==> src/rtl/alu_seq_pkg.sv <==
// Shared types and constants for the ALU command sequencer.
// Opcodes, FSM state encoding and datapath field widths.
package alu_seq_pkg;

    localparam int DATA_W = 8;
    localparam int RES_W  = 9;
    localparam int RIDX_W = 2;
    localparam int NREG   = 4;
    localparam int CNT_W  = 4;

    localparam logic [2:0] OP_ADD = 3'b000;
    localparam logic [2:0] OP_SUB = 3'b001;
    localparam logic [2:0] OP_INC = 3'b010;
    localparam logic [2:0] OP_DEC = 3'b011;
    localparam logic [2:0] OP_AND = 3'b100;
    localparam logic [2:0] OP_OR  = 3'b101;
    localparam logic [2:0] OP_XOR = 3'b110;
    localparam logic [2:0] OP_NOT = 3'b111;

    typedef enum logic [1:0] {
        ST_IDLE  = 2'd0,
        ST_ISSUE = 2'd1,
        ST_RESP  = 2'd2
    } state_t;

endpackage

==> src/rtl/alu_seq_regfile.sv <==
// 4x8 register file: two asynchronous read ports, one synchronous
// write port, synchronous clear.
module alu_seq_regfile
    import alu_seq_pkg::*;
(
    input  logic              clk,
    input  logic              rst,
    input  logic              we,
    input  logic [RIDX_W-1:0] waddr,
    input  logic [DATA_W-1:0] wdata,
    input  logic [RIDX_W-1:0] ra,
    input  logic [RIDX_W-1:0] rb,
    output logic [DATA_W-1:0] rda,
    output logic [DATA_W-1:0] rdb
);

    logic [DATA_W-1:0] mem [NREG];

    always_ff @(posedge clk) begin
        if (rst) begin
            for (int i = 0; i < NREG; i++) begin
                mem[i] <= '0;
            end
        end else if (we) begin
            mem[waddr] <= wdata;
        end
    end

    assign rda = mem[ra];
    assign rdb = mem[rb];

endmodule

==> src/rtl/alu_cmd_sequencer.sv <==
// Initiator side of the 8-bit ALU interface: runs register-level
// commands against an external combinational ALU, one at a time.
module alu_cmd_sequencer
    import alu_seq_pkg::*;
#(
    parameter int ALU_LAT = 1
) (
    input  logic              clk,
    input  logic              rst,
    input  logic              cmd_valid,
    output logic              cmd_ready,
    input  logic              cmd_load,
    input  logic [2:0]        cmd_op,
    input  logic [RIDX_W-1:0] cmd_dst,
    input  logic [RIDX_W-1:0] cmd_sa,
    input  logic [RIDX_W-1:0] cmd_sb,
    input  logic [DATA_W-1:0] cmd_imm,
    output logic              alu_en,
    output logic [2:0]        alu_op,
    output logic [DATA_W-1:0] alu_a,
    output logic [DATA_W-1:0] alu_b,
    input  logic [RES_W-1:0]  alu_res,
    output logic              rsp_valid,
    input  logic              rsp_ready,
    output logic [RES_W-1:0]  rsp_data,
    output logic              carry
);

    if (ALU_LAT < 1 || ALU_LAT > 15) begin : g_bad_lat
        $error("ALU_LAT must be in 1..15");
    end

    localparam logic [CNT_W-1:0] LAT_M1 = CNT_W'(ALU_LAT - 1);

    state_t            state;
    logic [CNT_W-1:0]  cnt;
    logic [RIDX_W-1:0] dst_q;
    logic [DATA_W-1:0] rda;
    logic [DATA_W-1:0] rdb;
    logic              we;
    logic [RIDX_W-1:0] waddr;
    logic [DATA_W-1:0] wdata;
    logic              accept;
    logic              done;

    assign cmd_ready = (state == ST_IDLE) && !rst;
    assign accept    = cmd_valid && cmd_ready;
    assign done      = (state == ST_ISSUE) && (cnt == '0);

    // Both write sources share one port; they can never coincide.
    always_comb begin
        we    = 1'b0;
        waddr = cmd_dst;
        wdata = cmd_imm;
        if (accept && cmd_load) begin
            we = 1'b1;
        end else if (done) begin
            we    = 1'b1;
            waddr = dst_q;
            wdata = alu_res[DATA_W-1:0];
        end
    end

    alu_seq_regfile u_rf (
        .clk   (clk),
        .rst   (rst),
        .we    (we),
        .waddr (waddr),
        .wdata (wdata),
        .ra    (cmd_sa),
        .rb    (cmd_sb),
        .rda   (rda),
        .rdb   (rdb)
    );

    always_ff @(posedge clk) begin
        if (rst) begin
            state     <= ST_IDLE;
            cnt       <= '0;
            dst_q     <= '0;
            carry     <= 1'b0;
            alu_en    <= 1'b0;
            alu_op    <= '0;
            alu_a     <= '0;
            alu_b     <= '0;
            rsp_valid <= 1'b0;
            rsp_data  <= '0;
        end else begin
            unique case (state)
                ST_IDLE: begin
                    if (accept && cmd_load) begin
                        rsp_data  <= {1'b0, cmd_imm};
                        rsp_valid <= 1'b1;
                        state     <= ST_RESP;
                    end else if (accept) begin
                        alu_op <= cmd_op;
                        alu_a  <= rda;
                        alu_b  <= rdb;
                        alu_en <= 1'b1;
                        dst_q  <= cmd_dst;
                        cnt    <= LAT_M1;
                        state  <= ST_ISSUE;
                    end
                end
                ST_ISSUE: begin
                    if (done) begin
                        carry     <= alu_res[RES_W-1];
                        rsp_data  <= alu_res;
                        alu_en    <= 1'b0;
                        rsp_valid <= 1'b1;
                        state     <= ST_RESP;
                    end else begin
                        cnt <= cnt - 1'b1;
                    end
                end
                ST_RESP: begin
                    if (rsp_ready) begin
                        rsp_valid <= 1'b0;
                        state     <= ST_IDLE;
                    end
                end
                default: state <= ST_IDLE;
            endcase
        end
    end

endmodule

==> config.mk <==
export PLATFORM = sky130hd
export DESIGN_NAME = alu_cmd_sequencer
export DESIGN_NICKNAME = d
export VERILOG_FILES = /design/src/rtl/alu_seq_pkg.sv /design/src/rtl/alu_seq_regfile.sv /design/src/rtl/alu_cmd_sequencer.sv
export SDC_FILE = /design/constraint.sdc
export NUM_CORES = 1
export LEC_CHECK = 0
export CORE_ASPECT_RATIO = 1.4
export CORE_MARGIN = 4
export CORE_UTILIZATION = 51
export DETAILED_ROUTE_END_ITERATION = 10
export GPL_TIMING_DRIVEN = 0
export PLACE_DENSITY = 0.87
export RECOVER_POWER = 25
export SLEW_MARGIN = 25
export SYNTH_ARGS = -nofsm -noshare
export SYNTH_HDL_FRONTEND = slang
export SYNTH_SLANG_ARGS = --single-unit
==> constraint.sdc <==
create_clock -name clk -period 3.2 [get_ports clk]
set_clock_uncertainty 0.15 [all_clocks]
set_input_delay 0.32 -clock clk [delete_from_list [all_inputs] [get_ports clk]]
set_output_delay 0.32 -clock clk [all_outputs]
set_load 0.005 [all_outputs]
==> out/qor.yml, run 1 <==
floorplan:
  die_w_um: 74.8
  die-height_um: 102
  coreArea_um2: 5950
  start_util_pct: 53.6
  fp-row-count: 33
  dieArea_um2: 7600
  io_pins: 63
timing:
  tightest_slew_ps: 892
  hold_viol: 0
  slew-limit-headroom_pct: 40.5
  period_share_pct: 94.6
  rsz0062_at_grt: "no"
  report.final.slew_viol_count: 0
  setup_tns_ps: 0
  fmax_ghz: 0.330
  fin_crit_ps: 3030
  setup_viol: 0
  hold_ws_ps: 302
drt:
  post-route-drc-count: 0
  viasPerCell: 5.59
  antenna_left: 0
  firstDrtPassIters: 5
  finalWirelength_um: 7140
  via_count: 2439
  drt_iter0_drc: 183
  detail_route.wl_per_cell_um: 16.4
clock_network:
  cts-hold-fix-buffers: 0
  clock_sinks: 71
  max-clock-path-buffers: 2
  postCtsSetupBuffers: 0
  htree_levels: 3
  cts-buffers-inserted: 9
  clk_latency_ps: 340
  root_buffer: "clkbuf_8"
  cts_tree: "done"
  clk_pin_slew_ps: 60
pwr:
  ir_drop_uv: 306
  switching_share_pct: 23.3
  p_sw_mw: 0.438
  leakage_nw: 1.58
  clockPowerShare_pct: 35.7
  p_int_mw: 1.44
  pwr-share-seq_pct: 53.5
  power_density_nw_per_um2: 464
  power_frac_comb_pct: 10.8
grt:
  grtUsageTotal_pct: 21.0
  grt_pass1_vias: 2448
  grt_pass1_wl_um: 11800
  antenna_found_initial: 0
  grt-ovfl-total: 0
  grt_max_degree: 13
yosys:
  postSynthCellCount: 292
  synth_nets: 324
  ys_warn_count: 0
  syn_avg_cell_area_um2: 10.9
  ys_seq_area_share_pct: 54.6
  ys_ff_latch: 71
  syn_area_um2: 3190
  ys_types: 43
placement:
  dp_hpwl_um: 5670
  io_buffer_count: 58
  routabilityCongestion: 0.880
finish:
  multi_input_area_um2: 1320
  area_growth_pct: 26.8
  layout_common_cells: "55 x nand2_1, 39 x dfxtp_1, 32 x edfxtp_1, 31 x nor2_1, 31 x dlygate4sd3_1"
  nets: 393
  n_antenna_cell: 0
  num-fill-cells: 431
  final_common_cell: "nand2_1"
  layout.area.seq_um2: 1740
  drive_gt1_share_pct: 13.1
min_path:
  hp-class: "flip-flop to flip-flop"
flow_run:
  max_cap_violations: 0
setup_path:
  slowest_delay_ps: 660
  cp_cell_sequence: "clkdlybuf4s50_1 > clkbuf_1 > clkbuf_2 > buf_2 > nor2_1 > clkdlybuf4s50_1"
  critPathSlowestCell: "clkdlybuf4s50_1"
  worstPathRequired_ps: 2730
  cp_common_cell: "clkdlybuf4s50_1"
  path_class: "input port to output port"
  arrival_ps: 2560
  end_kind: "output port"
  crit_fanout: 10
  start_kind: "input port"
outcome:
  status: "completed"
[cells by family after synthesis]
logic type | after synthesis | share of synthesized area [%]
AO/OA/AOI/OAI | 51 | 10.9
adder cells (fa/ha/maj) | 1 | 0.392
buffers and inverters | 29 | 3.96
flip-flops | 71 | 54.6
multiplexers | 21 | 12.9
AND/OR/NAND/NOR | 119 | 17.3
[registers in the layout, indices dropped and copies added, names as in the netlist]
signal	flops
u_rf.mem	32
rsp_data	9
alu_a	8
alu_b	8
cnt	4
alu_op	3
dst_q	2
state	2
alu_en	1
carry	1
rsp_valid	1
[path summary, 6_finish.rpt]
| kind | startpoint | to | cells past startpoint | slack [ps] |
|---|---|---|---|---|
| hold / removal | rsp_data[7] | rsp_data[7] | 1 | 300 |
| hold reg to reg | rsp_data[7] | rsp_data[7] | 1 | 300 |
| setup reg to reg | cnt[0] | u_rf.mem[3][2] | 6 | 350 |
| setup / recovery | rst | cmd_ready | 6 | 170 |
[power by group through the flow]
| stage | Combinational, mW | Sequential (mW) | Clock [mW] |
|---|---|---|---|
| 2_1_floorplan | 0.112 | 1.02 | 0 |
| 3_3_place_gp | 0.203 | 1.02 | 0 |
| 3_5_place_dp | 0.208 | 1.03 | 0 |
| 4_1_cts | 0.209 | 1.01 | 0.679 |
| 5_1_grt | 0.221 | 1.01 | 0.719 |
| 6_report | 0.203 | 1.01 | 0.669 |
[layer usage]
layer | vias up | share of wire [%] | track usage, % | wire length [um]
li1 | 1191 | - | - | -
met1 | 1145 | 37 | 22.8 | 2610
met2 | 90 | 55 | 37.4 | 3890
met3 | 13 | 6.6 | 5.86 | 473
met4 | 0 | 2.3 | 8.90 | 167
met5 | - | 0 | 0 | 0
[through the flow]
stage	instance area (um^2)	std cells	util (%)	total power [mW]	setup WS, ps
4_1_cts	4050	436	68.0	1.89	172
5_1_grt	4050	436	68.0	1.95	56.7
6_report	4050	436	68.0	1.88	174
2_1_floorplan	3190	292	-	1.13	805
3_3_place_gp	3860	420	64.9	1.22	59.2
3_5_place_dp	3860	420	64.9	1.23	13.0
[critical path, delay by kind of cell]
kind	cells	cell delay (ps)
buffers and inverters	5	2140
and+or+nand+nor	1	80
[synth_stat cells]
cell type | n | area share [%]
a21bo_1 | 3 | 0.94
nor3_1 | 4 | 0.63
mux4_2 | 16 | 11
a22oi_4 | 1 | 0.67
nor3b_4 | 1 | 0.59
nand2_1 | 55 | 6.5
a32oi_2 | 1 | 0.51
nor4_2 | 1 | 0.39
nor3_2 | 1 | 0.31
nand3b_1 | 1 | 0.24
a21oi_1 | 29 | 4.6
o21ai_1 | 1 | 0.16
or2_1 | 1 | 0.20
a31o_1 | 4 | 1.1
buf_2 | 5 | 0.78
nand2b_1 | 3 | 0.59
and3b_1 | 1 | 0.27
edfxtp_1 | 32 | 30
nand3_1 | 9 | 1.4
dfxtp_1 | 39 | 24
o221a_1 | 1 | 0.35
nor3b_1 | 1 | 0.24
or3_4 | 1 | 0.35
buf_6 | 1 | 0.35
clkbuf_1 | 8 | 0.94
a21boi_0 | 1 | 0.24
inv_2 | 4 | 0.47
mux2i_1 | 5 | 1.6
or3_1 | 4 | 0.78
buf_4 | 1 | 0.24
o22ai_1 | 1 | 0.20
a21o_1 | 4 | 0.94
or3b_1 | 1 | 0.27
buf_1 | 2 | 0.24
nor2b_1 | 2 | 0.39
nor4_1 | 1 | 0.20
a32oi_1 | 1 | 0.27
nor2_1 | 31 | 3.6
a22oi_1 | 3 | 0.71
nand4b_1 | 1 | 0.27
ha_1 | 1 | 0.39
inv_1 | 8 | 0.94
o32ai_1 | 1 | 0.27
[cell type report]
type                    count  share of cell area [%]
flip-flops and latches     71                    43.1
multi-input cells         192                    32.7
repair buffers             58                    14.4
clock buffers              13                    4.21
well taps                  70                    2.17
plain buffers              17                    2.04
inverters                  12                    1.11
clock inverters             3                   0.402
[what timing repair did]
| action | in CTS | in global routing |
|---|---|---|
| gates resized for setup | 1 | 0 |
| endpoints found under the setup margin | 1 | 0 |
| endpoints found under the hold margin | 0 | 0 |
Note: power is estimated with default switching activity, not from simulation.
==> inputs of run 2 (changes only) <==
--- a/config.mk
+++ b/config.mk
@@ -7,10 +7,10 @@
 export LEC_CHECK = 0
 export CORE_ASPECT_RATIO = 1.4
 export CORE_MARGIN = 4
-export CORE_UTILIZATION = 51
+export CORE_UTILIZATION = 46
 export DETAILED_ROUTE_END_ITERATION = 10
 export GPL_TIMING_DRIVEN = 0
-export PLACE_DENSITY = 0.87
+export PLACE_DENSITY = 0.83
 export RECOVER_POWER = 25
 export SLEW_MARGIN = 25
 export SYNTH_ARGS = -nofsm -noshare
==> constraint.sdc (replaced) <==
create_clock -name clk -period 2.5 [get_ports clk]
set_clock_uncertainty 0.15 [all_clocks]
set_input_delay 0.25 -clock clk [delete_from_list [all_inputs] [get_ports clk]]
set_output_delay 0.25 -clock clk [all_outputs]
set_load 0.005 [all_outputs]
==> out/qor.yml, run 2 (synthesis results as in run 1) <==
outcome:
  status: "completed"  # unchanged
drt:
  post-route-drc-count: 0  # unchanged
  drt_iter0_drc: 159  # was 183
  via_count: 2436  # was 2439
  antenna_left: 0  # unchanged
  firstDrtPassIters: 4  # was 5
  finalWirelength_um: 7230  # was 7140 um
  detail_route.wl_per_cell_um: 15.8  # was 16.4 um
  viasPerCell: 5.31  # was 5.59
timing:
  hold_ws_ps: 300  # was 302 ps
  fmax_ghz: 0.421
  rsz0062_at_grt: "yes"  # was no
  period_share_pct: 95.1
  hold_viol: 0  # unchanged
  tightest_slew_ps: 822  # was 892 ps
  setup_viol: 0  # unchanged
  report.final.slew_viol_count: 0  # unchanged
  fin_crit_ps: 2380
  setup_ws_ps: 123  # was 174 ps
  slew-limit-headroom_pct: 45.2  # was 40.5%
  setup_tns_ps: 0  # unchanged
min_path:
  hold_end: "alu_b[7]"  # was rsp_data[7]
  whs_path_depth: 2  # was 1
  hp-class: "flip-flop to flip-flop"  # unchanged
  hp-start: "alu_b[7]"  # was rsp_data[7]
placement:
  pre_cts_ws_ps: -617  # was 13.0 ps
  routabilityCongestion: 0.782  # was 0.880
  io_buffer_count: 58  # unchanged
  dp_hpwl_um: 5570  # was 5670 um
setup_path:
  rr_endpoint: "u_rf.mem[1][7]"  # was u_rf.mem[3][2]
  reg2reg_from: "cnt[0]"  # unchanged
  reg2reg_depth: 6  # unchanged
  crit_family: "simple AND/OR/NAND/NOR gates"  # was buffers and inverters
  arrival_ps: 2260  # was 2560 ps
  start_kind: "flip-flop"  # was input port
  end_kind: "flip-flop"  # was output port
  cp_cell_sequence: "inv_1 > ha_1 > or3b_1 > nor4_2 > a22oi_2 > nand2_4"  # was clkdlybuf4s50_1 > clkbuf_1 > clkbuf_2 > buf_2 > nor2_1 > clkdlybuf4s50_1
  worstPathRequired_ps: 2380  # was 2730 ps
  crit_buf_inv: 1  # was 5
  path_class: "flip-flop to flip-flop"  # was input port to output port
  regToRegSetupSlack_ps: 120  # was 350 ps
  slowest_delay_ps: 470  # was 660 ps
  critPathSlowestCell: "or3b_1"  # was clkdlybuf4s50_1
  crit_fanout: 9  # was 10
floorplan:
  io_pins: 63  # unchanged
  die-height_um: 107  # was 102 um
  start_util_pct: 47.9  # was 53.6%
  coreArea_um2: 6660  # was 5950 um^2
  die_w_um: 78.4  # was 74.8 um
  fp-row-count: 35  # was 33
  dieArea_um2: 8350  # was 7600 um^2
grt:
  grtUsageTotal_pct: 18.8  # was 21.0%
  grt-ovfl-total: 0  # unchanged
  grt_pass1_wl_um: 12300  # was 11800 um
  grt_max_degree: 12  # was 13
  antenna_found_initial: 0  # unchanged
  grt_pass1_vias: 2566  # was 2448
finish:
  num-fill-cells: 547  # was 431
  layout.area.seq_um2: 1740  # unchanged
  layout_common_cells: "52 x nand2_1, 39 x dfxtp_1, 32 x edfxtp_1, 30 x nor2_1, 30 x clkdlybuf4s50_1"  # was 55 x nand2_1, 39 x dfxtp_1, 32 x edfxtp_1, 31 x nor2_1, 31 x dlygate4sd3_1
  final_common_cell: "nand2_1"  # unchanged
  largestRegisters: "u_rf.mem x32, rsp_data x9"  # unchanged
  area_growth_pct: 29.9  # was 26.8%
  largest_register_ffs: 32  # unchanged
  drive_gt1_share_pct: 15.5  # was 13.1%
  nets: 394  # was 393
  n_antenna_cell: 0  # unchanged
  largest-register: "u_rf.mem"  # unchanged
  multi_input_area_um2: 1360  # was 1320 um^2
pwr:
  leakage_nw: 1.58  # about the same
  power_mw: 2.45  # was 1.88 mW
  ir_drop_uv: 293  # was 306 uV
  power_density_nw_per_um2: 590  # was 464 nW/um^2
clock_network:
  max-clock-path-buffers: 2  # unchanged
  htree_levels: 3  # unchanged
  cts-hold-fix-buffers: 0  # unchanged
  clk_latency_ps: 330  # was 340 ps
  clock_sinks: 71  # unchanged
  cts-buffers-inserted: 9  # unchanged
  clk_pin_slew_ps: 70  # was 60 ps
  cts_tree: "done"  # unchanged
  root_buffer: "clkbuf_8"  # unchanged
flow_run:
  max_cap_violations: 0  # unchanged
[run 2: cell count changes in the layout (fill, tap and decap cells not counted), sizes merged]
cell	previous run	this run
buf	9	10
dlygate4sd3	31	27
clkdlybuf4s50	27	30
clkinv	2	3
dlygate4sd2	0	1
inv	13	12
clkbuf	21	20
bufinv	0	1
[run 2: worst max path at each step]
stage | depth (start not counted) | to | startpoint | slack (ps)
final | 6 | u_rf.mem[1][7] | cnt[0] | 120
after global routing | 6 | u_rf.mem[1][4] | cnt[0] | -30
after CTS | 6 | u_rf.mem[0][7] | cnt[0] | -80
after detailed placement | 6 | cmd_ready | rst | -620
after global placement | 6 | cmd_ready | rst | -580
after floorplan | 6 | u_rf.mem[3][0] | cnt[0] | 110
[run 2: where the power goes]
part / switching [mW] / internal, mW / total, mW / leakage, nW
combinational: 0.127 / 0.145 / 0.273 / 0.837
sequential: 0.0270 / 1.26 / 1.29 / 0.648
clock: 0.402 / 0.484 / 0.886 / 0.100
[run 2: timing repair]
action	CTS	global route
pin swaps	0	2
resized for setup	7	9
setup endpoints to repair	33	33
cloned	0	0
buffers inserted	0	1
[run 2: tightest hold or removal path, delay by kind of cell, from the launching register on]
kind,cells,cell delay [ps]
AO/OA/AOI/OAI,1,50
flip-flops,1,310
AND/OR/NAND/NOR,1,50
[run 2: layout make-up]
type	instances	area share, %
timing repair buffer	59	14.5
tap	92	2.78
clock inverter	4	1.09
multi-input combinational	192	32.9
sequential	71	42.0
inverter	12	1.09
clock buffer	12	3.50
buffer	17	2.14
[run 2: through the flow]
| stage | util [%] | cells | cell area [um^2] |
|---|---|---|---|
| 2_1_floorplan | - | 292 | 3190 |
| 3_3_place_gp | 58.4 | 442 | 3880 |
| 3_5_place_dp | 58.4 | 442 | 3880 |
| 4_1_cts | 61.5 | 458 | 4090 |
| 5_1_grt | 62.2 | 459 | 4140 |
| 6_report | 62.2 | 459 | 4140 |
[run 2: layer usage]
metal / wire [um] / part of all wire [%] / track usage [%]
met1: 2720 / 38 / 20.7
met2: 3900 / 54 / 34.5
met3: 351 / 4.9 / 3.22
met4: 255 / 3.5 / 8.75
met5: 0 / 0 / 0
